File: config.mk
export PLATFORM = sky130hd
export DESIGN_NAME = bf_io_uart
export DESIGN_NICKNAME = d
export VERILOG_FILES = /design/src/rtl/bf_io_uart.sv
export SDC_FILE = /design/constraint.sdc
export NUM_CORES = 1
export LEC_CHECK = 0
export BUFFER_PORTS_ARGS = -buffer_cell sky130_fd_sc_hd__buf_2
export CORE_ASPECT_RATIO = 1.2
export CORE_MARGIN = 2
export CORE_UTILIZATION = 55
export DETAILED_ROUTE_END_ITERATION = 10
export PLACE_DENSITY = 0.72
export RECOVER_POWER = 25
export SLEW_MARGIN = 30
export SYNTH_ARGS = -nofsm -noshare
export SYNTH_HDL_FRONTEND = slang
export SYNTH_SLANG_ARGS = --single-unit
File: constraint.sdc
create_clock -name clk -period 3 [get_ports clk]
set_input_delay 0.6 -clock clk [delete_from_list [all_inputs] [get_ports clk]]
set_output_delay 0.6 -clock clk [all_outputs]
set_load 0.05 [all_outputs]
File: src/rtl/bf_io_uart.sv
// bfcpu I/O port responder: '.' writes feed a TX FIFO drained by an 8N1 transmitter,
// ',' reads are served from an RX FIFO filled by an 8N1 receiver, stalling until data exists.
module bf_io_uart #(
    parameter int CLKS_PER_BIT = 16,
    parameter int FIFO_DEPTH   = 4
) (
    input  logic       clk,
    input  logic       rst_n,
    input  logic       io_req,
    input  logic       io_dir,
    input  logic [7:0] io_wdata,
    output logic       io_ack,
    output logic [7:0] io_rdata,
    input  logic       uart_rx,
    output logic       uart_tx,
    output logic       rx_overrun
);
    localparam int AW = $clog2(FIFO_DEPTH);
    localparam int CW = $clog2(CLKS_PER_BIT);
    localparam logic [CW-1:0] BIT_LAST  = CW'(CLKS_PER_BIT - 1);
    localparam logic [CW-1:0] HALF_LAST = CW'(CLKS_PER_BIT / 2 - 1);

    typedef enum logic [1:0] {H_IDLE = 2'd0, H_ACK = 2'd1, H_WAIT = 2'd2} hs_state_t;
    typedef enum logic [1:0] {T_IDLE = 2'd0, T_START = 2'd1, T_DATA = 2'd2, T_STOP = 2'd3} tx_state_t;
    typedef enum logic [1:0] {R_IDLE = 2'd0, R_START = 2'd1, R_DATA = 2'd2, R_STOP = 2'd3} rx_state_t;

    // Extra pointer MSB distinguishes full from empty when the index bits match.
    function automatic logic ptr_full(input logic [AW:0] wp, input logic [AW:0] rp);
        return (wp[AW] != rp[AW]) && (wp[AW-1:0] == rp[AW-1:0]);
    endfunction

    logic [7:0]  tx_mem_r [FIFO_DEPTH];
    logic [7:0]  rx_mem_r [FIFO_DEPTH];
    logic [AW:0] tx_wptr_r, tx_rptr_r, rx_wptr_r, rx_rptr_r;
    logic        tx_push_s, tx_pop_s, rx_push_s, rx_pop_s;
    logic        tx_full_s, tx_empty_s, rx_full_s, rx_empty_s;
    logic        overrun_set_s;

    hs_state_t   hs_state_r, hs_next_s;
    logic        io_ack_r;
    logic [7:0]  io_rdata_r;

    tx_state_t   tx_state_r, tx_next_s;
    logic [CW-1:0] tx_cnt_r;
    logic [2:0]  tx_idx_r;
    logic [7:0]  tx_shift_r;
    logic        uart_tx_r;
    logic        tx_bit_end_s;

    rx_state_t   rx_state_r, rx_next_s;
    logic [CW-1:0] rx_cnt_r;
    logic [2:0]  rx_idx_r;
    logic [7:0]  rx_shift_r;
    logic        rx_meta_r, rx_sync_r, rx_prev_r, rx_valid_r, rx_overrun_r;
    logic        rx_bit_end_s, rx_fall_s;

    assign tx_full_s    = ptr_full(tx_wptr_r, tx_rptr_r);
    assign tx_empty_s   = (tx_wptr_r == tx_rptr_r);
    assign rx_full_s    = ptr_full(rx_wptr_r, rx_rptr_r);
    assign rx_empty_s   = (rx_wptr_r == rx_rptr_r);
    assign tx_bit_end_s = (tx_cnt_r == BIT_LAST);
    assign rx_bit_end_s = (rx_cnt_r == BIT_LAST);
    assign rx_fall_s    = rx_prev_r & ~rx_sync_r;

    assign io_ack     = io_ack_r;
    assign io_rdata   = io_rdata_r;
    assign uart_tx    = uart_tx_r;
    assign rx_overrun = rx_overrun_r;

    // FIFO pointer bookkeeping for both directions.
    always_ff @(posedge clk or negedge rst_n) begin
        if (!rst_n) begin
            tx_wptr_r <= '0;
            tx_rptr_r <= '0;
            rx_wptr_r <= '0;
            rx_rptr_r <= '0;
        end else begin
            if (tx_push_s) tx_wptr_r <= tx_wptr_r + (AW+1)'(1);
            if (tx_pop_s)  tx_rptr_r <= tx_rptr_r + (AW+1)'(1);
            if (rx_push_s) rx_wptr_r <= rx_wptr_r + (AW+1)'(1);
            if (rx_pop_s)  rx_rptr_r <= rx_rptr_r + (AW+1)'(1);
        end
    end

    // FIFO storage; contents need no reset because the pointers define validity.
    always_ff @(posedge clk) begin
        if (tx_push_s) tx_mem_r[tx_wptr_r[AW-1:0]] <= io_wdata;
        if (rx_push_s) rx_mem_r[rx_wptr_r[AW-1:0]] <= rx_shift_r;
    end

    // Handshake state register.
    always_ff @(posedge clk or negedge rst_n) begin
        if (!rst_n) hs_state_r <= H_IDLE;
        else        hs_state_r <= hs_next_s;
    end

    // Handshake next state: a held request after the ack parks in H_WAIT.
    always_comb begin
        hs_next_s = hs_state_r;
        case (hs_state_r)
            H_IDLE: begin
                if (io_req && ((io_dir && !tx_full_s) || (!io_dir && !rx_empty_s))) hs_next_s = H_ACK;
                else hs_next_s = H_IDLE;
            end
            H_ACK:  hs_next_s = H_WAIT;
            H_WAIT: begin
                if (!io_req) hs_next_s = H_IDLE;
                else         hs_next_s = H_WAIT;
            end
            default: hs_next_s = H_IDLE;
        endcase
    end

    // Handshake outputs: FIFO strobes issued on the IDLE->ACK transition.
    always_comb begin
        tx_push_s = 1'b0;
        rx_pop_s  = 1'b0;
        if (hs_state_r == H_IDLE && io_req) begin
            tx_push_s = io_dir && !tx_full_s;
            rx_pop_s  = !io_dir && !rx_empty_s;
        end else begin
            tx_push_s = 1'b0;
            rx_pop_s  = 1'b0;
        end
    end

    // Registered CPU-facing outputs.
    always_ff @(posedge clk or negedge rst_n) begin
        if (!rst_n) begin
            io_ack_r   <= 1'b0;
            io_rdata_r <= 8'h00;
        end else begin
            io_ack_r <= (hs_next_s == H_ACK);
            if (rx_pop_s) io_rdata_r <= rx_mem_r[rx_rptr_r[AW-1:0]];
        end
    end

    // TX state register.
    always_ff @(posedge clk or negedge rst_n) begin
        if (!rst_n) tx_state_r <= T_IDLE;
        else        tx_state_r <= tx_next_s;
    end

    // TX next state; a queued byte at the end of STOP starts the next frame directly.
    always_comb begin
        tx_next_s = tx_state_r;
        tx_pop_s  = 1'b0;
        case (tx_state_r)
            T_IDLE: begin
                if (!tx_empty_s) begin
                    tx_pop_s  = 1'b1;
                    tx_next_s = T_START;
                end else begin
                    tx_next_s = T_IDLE;
                end
            end
            T_START: begin
                if (tx_bit_end_s) tx_next_s = T_DATA;
                else              tx_next_s = T_START;
            end
            T_DATA: begin
                if (tx_bit_end_s && tx_idx_r == 3'd7) tx_next_s = T_STOP;
                else                                  tx_next_s = T_DATA;
            end
            T_STOP: begin
                if (tx_bit_end_s && !tx_empty_s) begin
                    tx_pop_s  = 1'b1;
                    tx_next_s = T_START;
                end else if (tx_bit_end_s) begin
                    tx_next_s = T_IDLE;
                end else begin
                    tx_next_s = T_STOP;
                end
            end
            default: tx_next_s = T_IDLE;
        endcase
    end

    // TX datapath: bit timer, shifter and the registered serial line.
    always_ff @(posedge clk or negedge rst_n) begin
        if (!rst_n) begin
            tx_cnt_r   <= '0;
            tx_idx_r   <= 3'd0;
            tx_shift_r <= 8'h00;
            uart_tx_r  <= 1'b1;
        end else if (tx_pop_s) begin
            tx_shift_r <= tx_mem_r[tx_rptr_r[AW-1:0]];
            tx_cnt_r   <= '0;
            tx_idx_r   <= 3'd0;
            uart_tx_r  <= 1'b0;
        end else if (tx_state_r != T_IDLE) begin
            if (tx_bit_end_s) begin
                tx_cnt_r <= '0;
                case (tx_state_r)
                    T_START: uart_tx_r <= tx_shift_r[0];
                    T_DATA: begin
                        tx_shift_r <= {1'b0, tx_shift_r[7:1]};
                        tx_idx_r   <= tx_idx_r + 3'd1;
                        uart_tx_r  <= (tx_idx_r == 3'd7) ? 1'b1 : tx_shift_r[1];
                    end
                    default: uart_tx_r <= 1'b1;
                endcase
            end else begin
                tx_cnt_r <= tx_cnt_r + CW'(1);
            end
        end
    end

    // RX synchronizer plus previous-sample flop for falling-edge detection.
    always_ff @(posedge clk or negedge rst_n) begin
        if (!rst_n) begin
            rx_meta_r <= 1'b1;
            rx_sync_r <= 1'b1;
            rx_prev_r <= 1'b1;
        end else begin
            rx_meta_r <= uart_rx;
            rx_sync_r <= rx_meta_r;
            rx_prev_r <= rx_sync_r;
        end
    end

    // RX state register.
    always_ff @(posedge clk or negedge rst_n) begin
        if (!rst_n) rx_state_r <= R_IDLE;
        else        rx_state_r <= rx_next_s;
    end

    // RX next state; a start bit that is high again at mid-bit is rejected as a glitch.
    always_comb begin
        rx_next_s = rx_state_r;
        case (rx_state_r)
            R_IDLE: begin
                if (rx_fall_s) rx_next_s = R_START;
                else           rx_next_s = R_IDLE;
            end
            R_START: begin
                if (rx_cnt_r == HALF_LAST) rx_next_s = rx_sync_r ? R_IDLE : R_DATA;
                else                       rx_next_s = R_START;
            end
            R_DATA: begin
                if (rx_bit_end_s && rx_idx_r == 3'd7) rx_next_s = R_STOP;
                else                                  rx_next_s = R_DATA;
            end
            R_STOP: begin
                if (rx_bit_end_s) rx_next_s = R_IDLE;
                else              rx_next_s = R_STOP;
            end
            default: rx_next_s = R_IDLE;
        endcase
    end

    // RX datapath: mid-bit sampling, shift-in LSB first, valid strobe on a good stop bit.
    always_ff @(posedge clk or negedge rst_n) begin
        if (!rst_n) begin
            rx_cnt_r   <= '0;
            rx_idx_r   <= 3'd0;
            rx_shift_r <= 8'h00;
            rx_valid_r <= 1'b0;
        end else begin
            rx_valid_r <= 1'b0;
            case (rx_state_r)
                R_IDLE: begin
                    rx_cnt_r <= '0;
                    rx_idx_r <= 3'd0;
                end
                R_START: begin
                    if (rx_cnt_r == HALF_LAST) rx_cnt_r <= '0;
                    else                       rx_cnt_r <= rx_cnt_r + CW'(1);
                end
                R_DATA: begin
                    if (rx_bit_end_s) begin
                        rx_cnt_r   <= '0;
                        rx_shift_r <= {rx_sync_r, rx_shift_r[7:1]};
                        rx_idx_r   <= rx_idx_r + 3'd1;
                    end else begin
                        rx_cnt_r <= rx_cnt_r + CW'(1);
                    end
                end
                default: begin
                    if (rx_bit_end_s) begin
                        rx_cnt_r   <= '0;
                        rx_valid_r <= rx_sync_r;
                    end else begin
                        rx_cnt_r <= rx_cnt_r + CW'(1);
                    end
                end
            endcase
        end
    end

    // RX FIFO admission: a simultaneous CPU pop makes room even when full.
    always_comb begin
        rx_push_s     = 1'b0;
        overrun_set_s = 1'b0;
        if (rx_valid_r) begin
            rx_push_s     = !rx_full_s || rx_pop_s;
            overrun_set_s = rx_full_s && !rx_pop_s;
        end else begin
            rx_push_s     = 1'b0;
            overrun_set_s = 1'b0;
        end
    end

    // Sticky overrun flag.
    always_ff @(posedge clk or negedge rst_n) begin
        if (!rst_n)             rx_overrun_r <= 1'b0;
        else if (overrun_set_s) rx_overrun_r <= 1'b1;
    end

endmodule
==> flow_summary.toml <==
[floorplan]
die_area_sq_um = 10700
fp.dieH_microns = 113
initial_utilization_pct = 56.8
coreArea_sq_um = 9560
fp.dieW_microns = 94.7
rows = 39
ioPinCount = 24

[timing]
tightest_slew_ns = 0.806
rsz0062_at_grt = "no"
finalSetupTns_ns = 0
finalSetupViolCount = 0
setup_ws_ns = 0.892
fin_crit_sh_pct = 70.3
whs_ns = 0.297
fin_worst_skew_ns = 0.00702
slew_headroom_pct = 46.3
drv_slew = 0
finalHoldViolations = 0
fmax_ghz = 0.474
post-route-min-period_ns = 2.11

[layout]
fin_cells = 512
fin_util_pct = 64.9
final.fill_count = 720
fin_nets = 410
seq_area_sq_um = 3500
drive_above_1_share_pct = 24.7
diodes = 0
area_delta_synth_final_pct = 14.2
post-route-cell-area_sq_um = 6210
multi_input_area_sq_um = 1810

[setup_path]
cp_data_arrival_time_ns = 2.15
slowest_delay_ns = 0.65
critPathMaxFanout = 11
cp.required_ns = 3.04
path_buf_inv = 0
crit_type = "reg2reg"
path_cells = "xnor2_2 -> a31oi_2 -> and2_1"
cpMaxStageDelayCell = "dfrtp_1"
crit_family = "flip-flops"
startpoint_type = "flop"
critPathCaptureType = "flop"

[synthesis]
synth.distinct_cells = 50
synth_top_area_share_pct = 35.4
yosysSeqAreaShare_pct = 64.5
yosysMostFrequentCell = "edfxtp_1"
yosys-top-cells-count = "edfxtp_1, dfrtp_1, ha_1, nand2_1, o21ai_0"
post_synth.cell_area_avg_sq_um = 15.9
syn-num-nets = 375
synth_edf_count = 64
synth_top_area_cell = "edfxtp_1"
synth_cells = 341
synth_ff_type = "edfxtp_1"
yosys_register_bits = 127
synth-async-reset-ratio_pct = 49.6
synth_area_leaders = "edfxtp_1, dfrtp_1, mux4_2, ha_1, mux2_2"
syn_area_sq_um = 5440
ys_warn_count = 0

[drt]
viasPerCell = 5.53
routed_wl_microns = 8790
firstDrtPassIters = 4
vias = 2831
remaining_drc_errors = 0
final_antenna_net_count = 0
wl_per_cell_microns = 17.2
drt_iter0_drc = 112

[clock_network]
numCtsBuffers = 17
postCtsHoldBufs = 0
clock-sinks = 127
htree_levels = 4
clkTransAtPathRegs_ns = 0.05
clk_latency_ns = 0.40
clock_path_buffers = 2
root_buffer = "clkbuf_16"
post-cts-setup-buffer-count = 0
tritoncts = "built"
cts_resized = 0

[placement]
placed_area_sq_um = 5660
gp_congestion = 0.764
io_buffers = 23
place_ws_ns = 0.657
dpl.hpwl_microns = 6010
numPlacedInstances = 480

[power]
p_leak_nw = 2.47
peakVddDrop_v = 0.000697
finalPower_mw = 6.07
p_per_area_nw_per_um2 = 977

[outcome]
outcome = "finished, final reports clean"

[global_route]
grt_start_max_net_pins = 64
grt_pass1_wl_microns = 14700
antenna_found_initial = 0
grtUsageTotal_pct = 18.5
grt_pass1_vias = 2944
gr-total-overflow = 0

[job]
maxCapViolations = 0

[hold_path]
hold_class = "in2reg"
==> final cells by class <==
cell class	count	share of cell area [%]
Clock buffer	24	7.44
Clock inverter	8	1.49
Inverter	12	0.726
Multi-Input combinational cell	191	29.2
Sequential cell	127	56.5
Tap cell	123	2.48
Timing Repair Buffer	27	2.18
==> sequential cells by signal, indices dropped and copies added, names as in the netlist, 4 cells and up <==
register / count
rx_cnt_r: 4
tx_mem_r: 32
rx_mem_r: 32
io_rdata: 8
tx_shift_r: 8
tx_cnt_r: 4
rx_shift_r: 8
==> worst reg2reg max path, delay by kind of cell (launching register included) <==
| family | cells | cell delay, ns |
|---|---|---|
| xor+xnor | 1 | 0.20 |
| simple gates | 1 | 0.48 |
| compound gates | 1 | 0.41 |
| flops | 1 | 0.65 |
==> layer usage <==
metal  vias to the layer above  wire [microns]  track usage, %
li1                       1341               -               -
met1                      1436            3750            22.5
met2                        36            4630            30.7
met4                         0             178            7.44
met3                        18             231            5.66
met5                         -               0               0
==> logic make-up after synthesis <==
kind of cell	synth area share (%)
AO/OA/AOI/OAI	6.19
XOR/XNOR	3.59
adder cells (fa/ha/maj)	4.83
buffers and inverters	2.16
flip-flops	64.5
multiplexers	12.8
AND/OR/NAND/NOR	5.96
==> where the power goes <==
group          switching [mW]  total, mW  leakage, nW  internal, mW
clock network           0.675       1.91        0.272          1.24
registers               0.335       2.50         1.32          2.17
logic                   0.921       1.65        0.878         0.732
total                    1.93       6.07         2.47          4.14
==> placed cells by master (no fill, tap or decap), drive strengths merged, types with 3 or more instances in the layout <==
cell type and n:
inv 12, nand2 22, dfrtp 59, nor2 11
clkbuf 32, a31oi 4, clkinv 5, o21ai 17
a311oi 3, and2 9, xnor2 10, xor2 8
ha 21, edfxtp 64, mux2 18, buf 19
nand3 8, a21oi 7, dfstp 4, mux4 16
mux2i 11
==> path summary, 6_finish.rpt <==
kind,from,to,slack [ns],cells after the start
worst max-delay path,tx_rptr_r[1],tx_mem_r[3][7],0.89,3
worst min-delay path,uart_rx,rx_meta_r,0.30,1
worst min register to register,rx_meta_r,rx_sync_r,0.36,0
worst max register to register,tx_rptr_r[1],tx_mem_r[3][7],0.89,3
max in group asynchronous,rst_n,rx_shift_r[4],2.09,2
min in group asynchronous,rst_n,tx_cnt_r[3],0.36,2
Power figures use the tool's default switching activity.
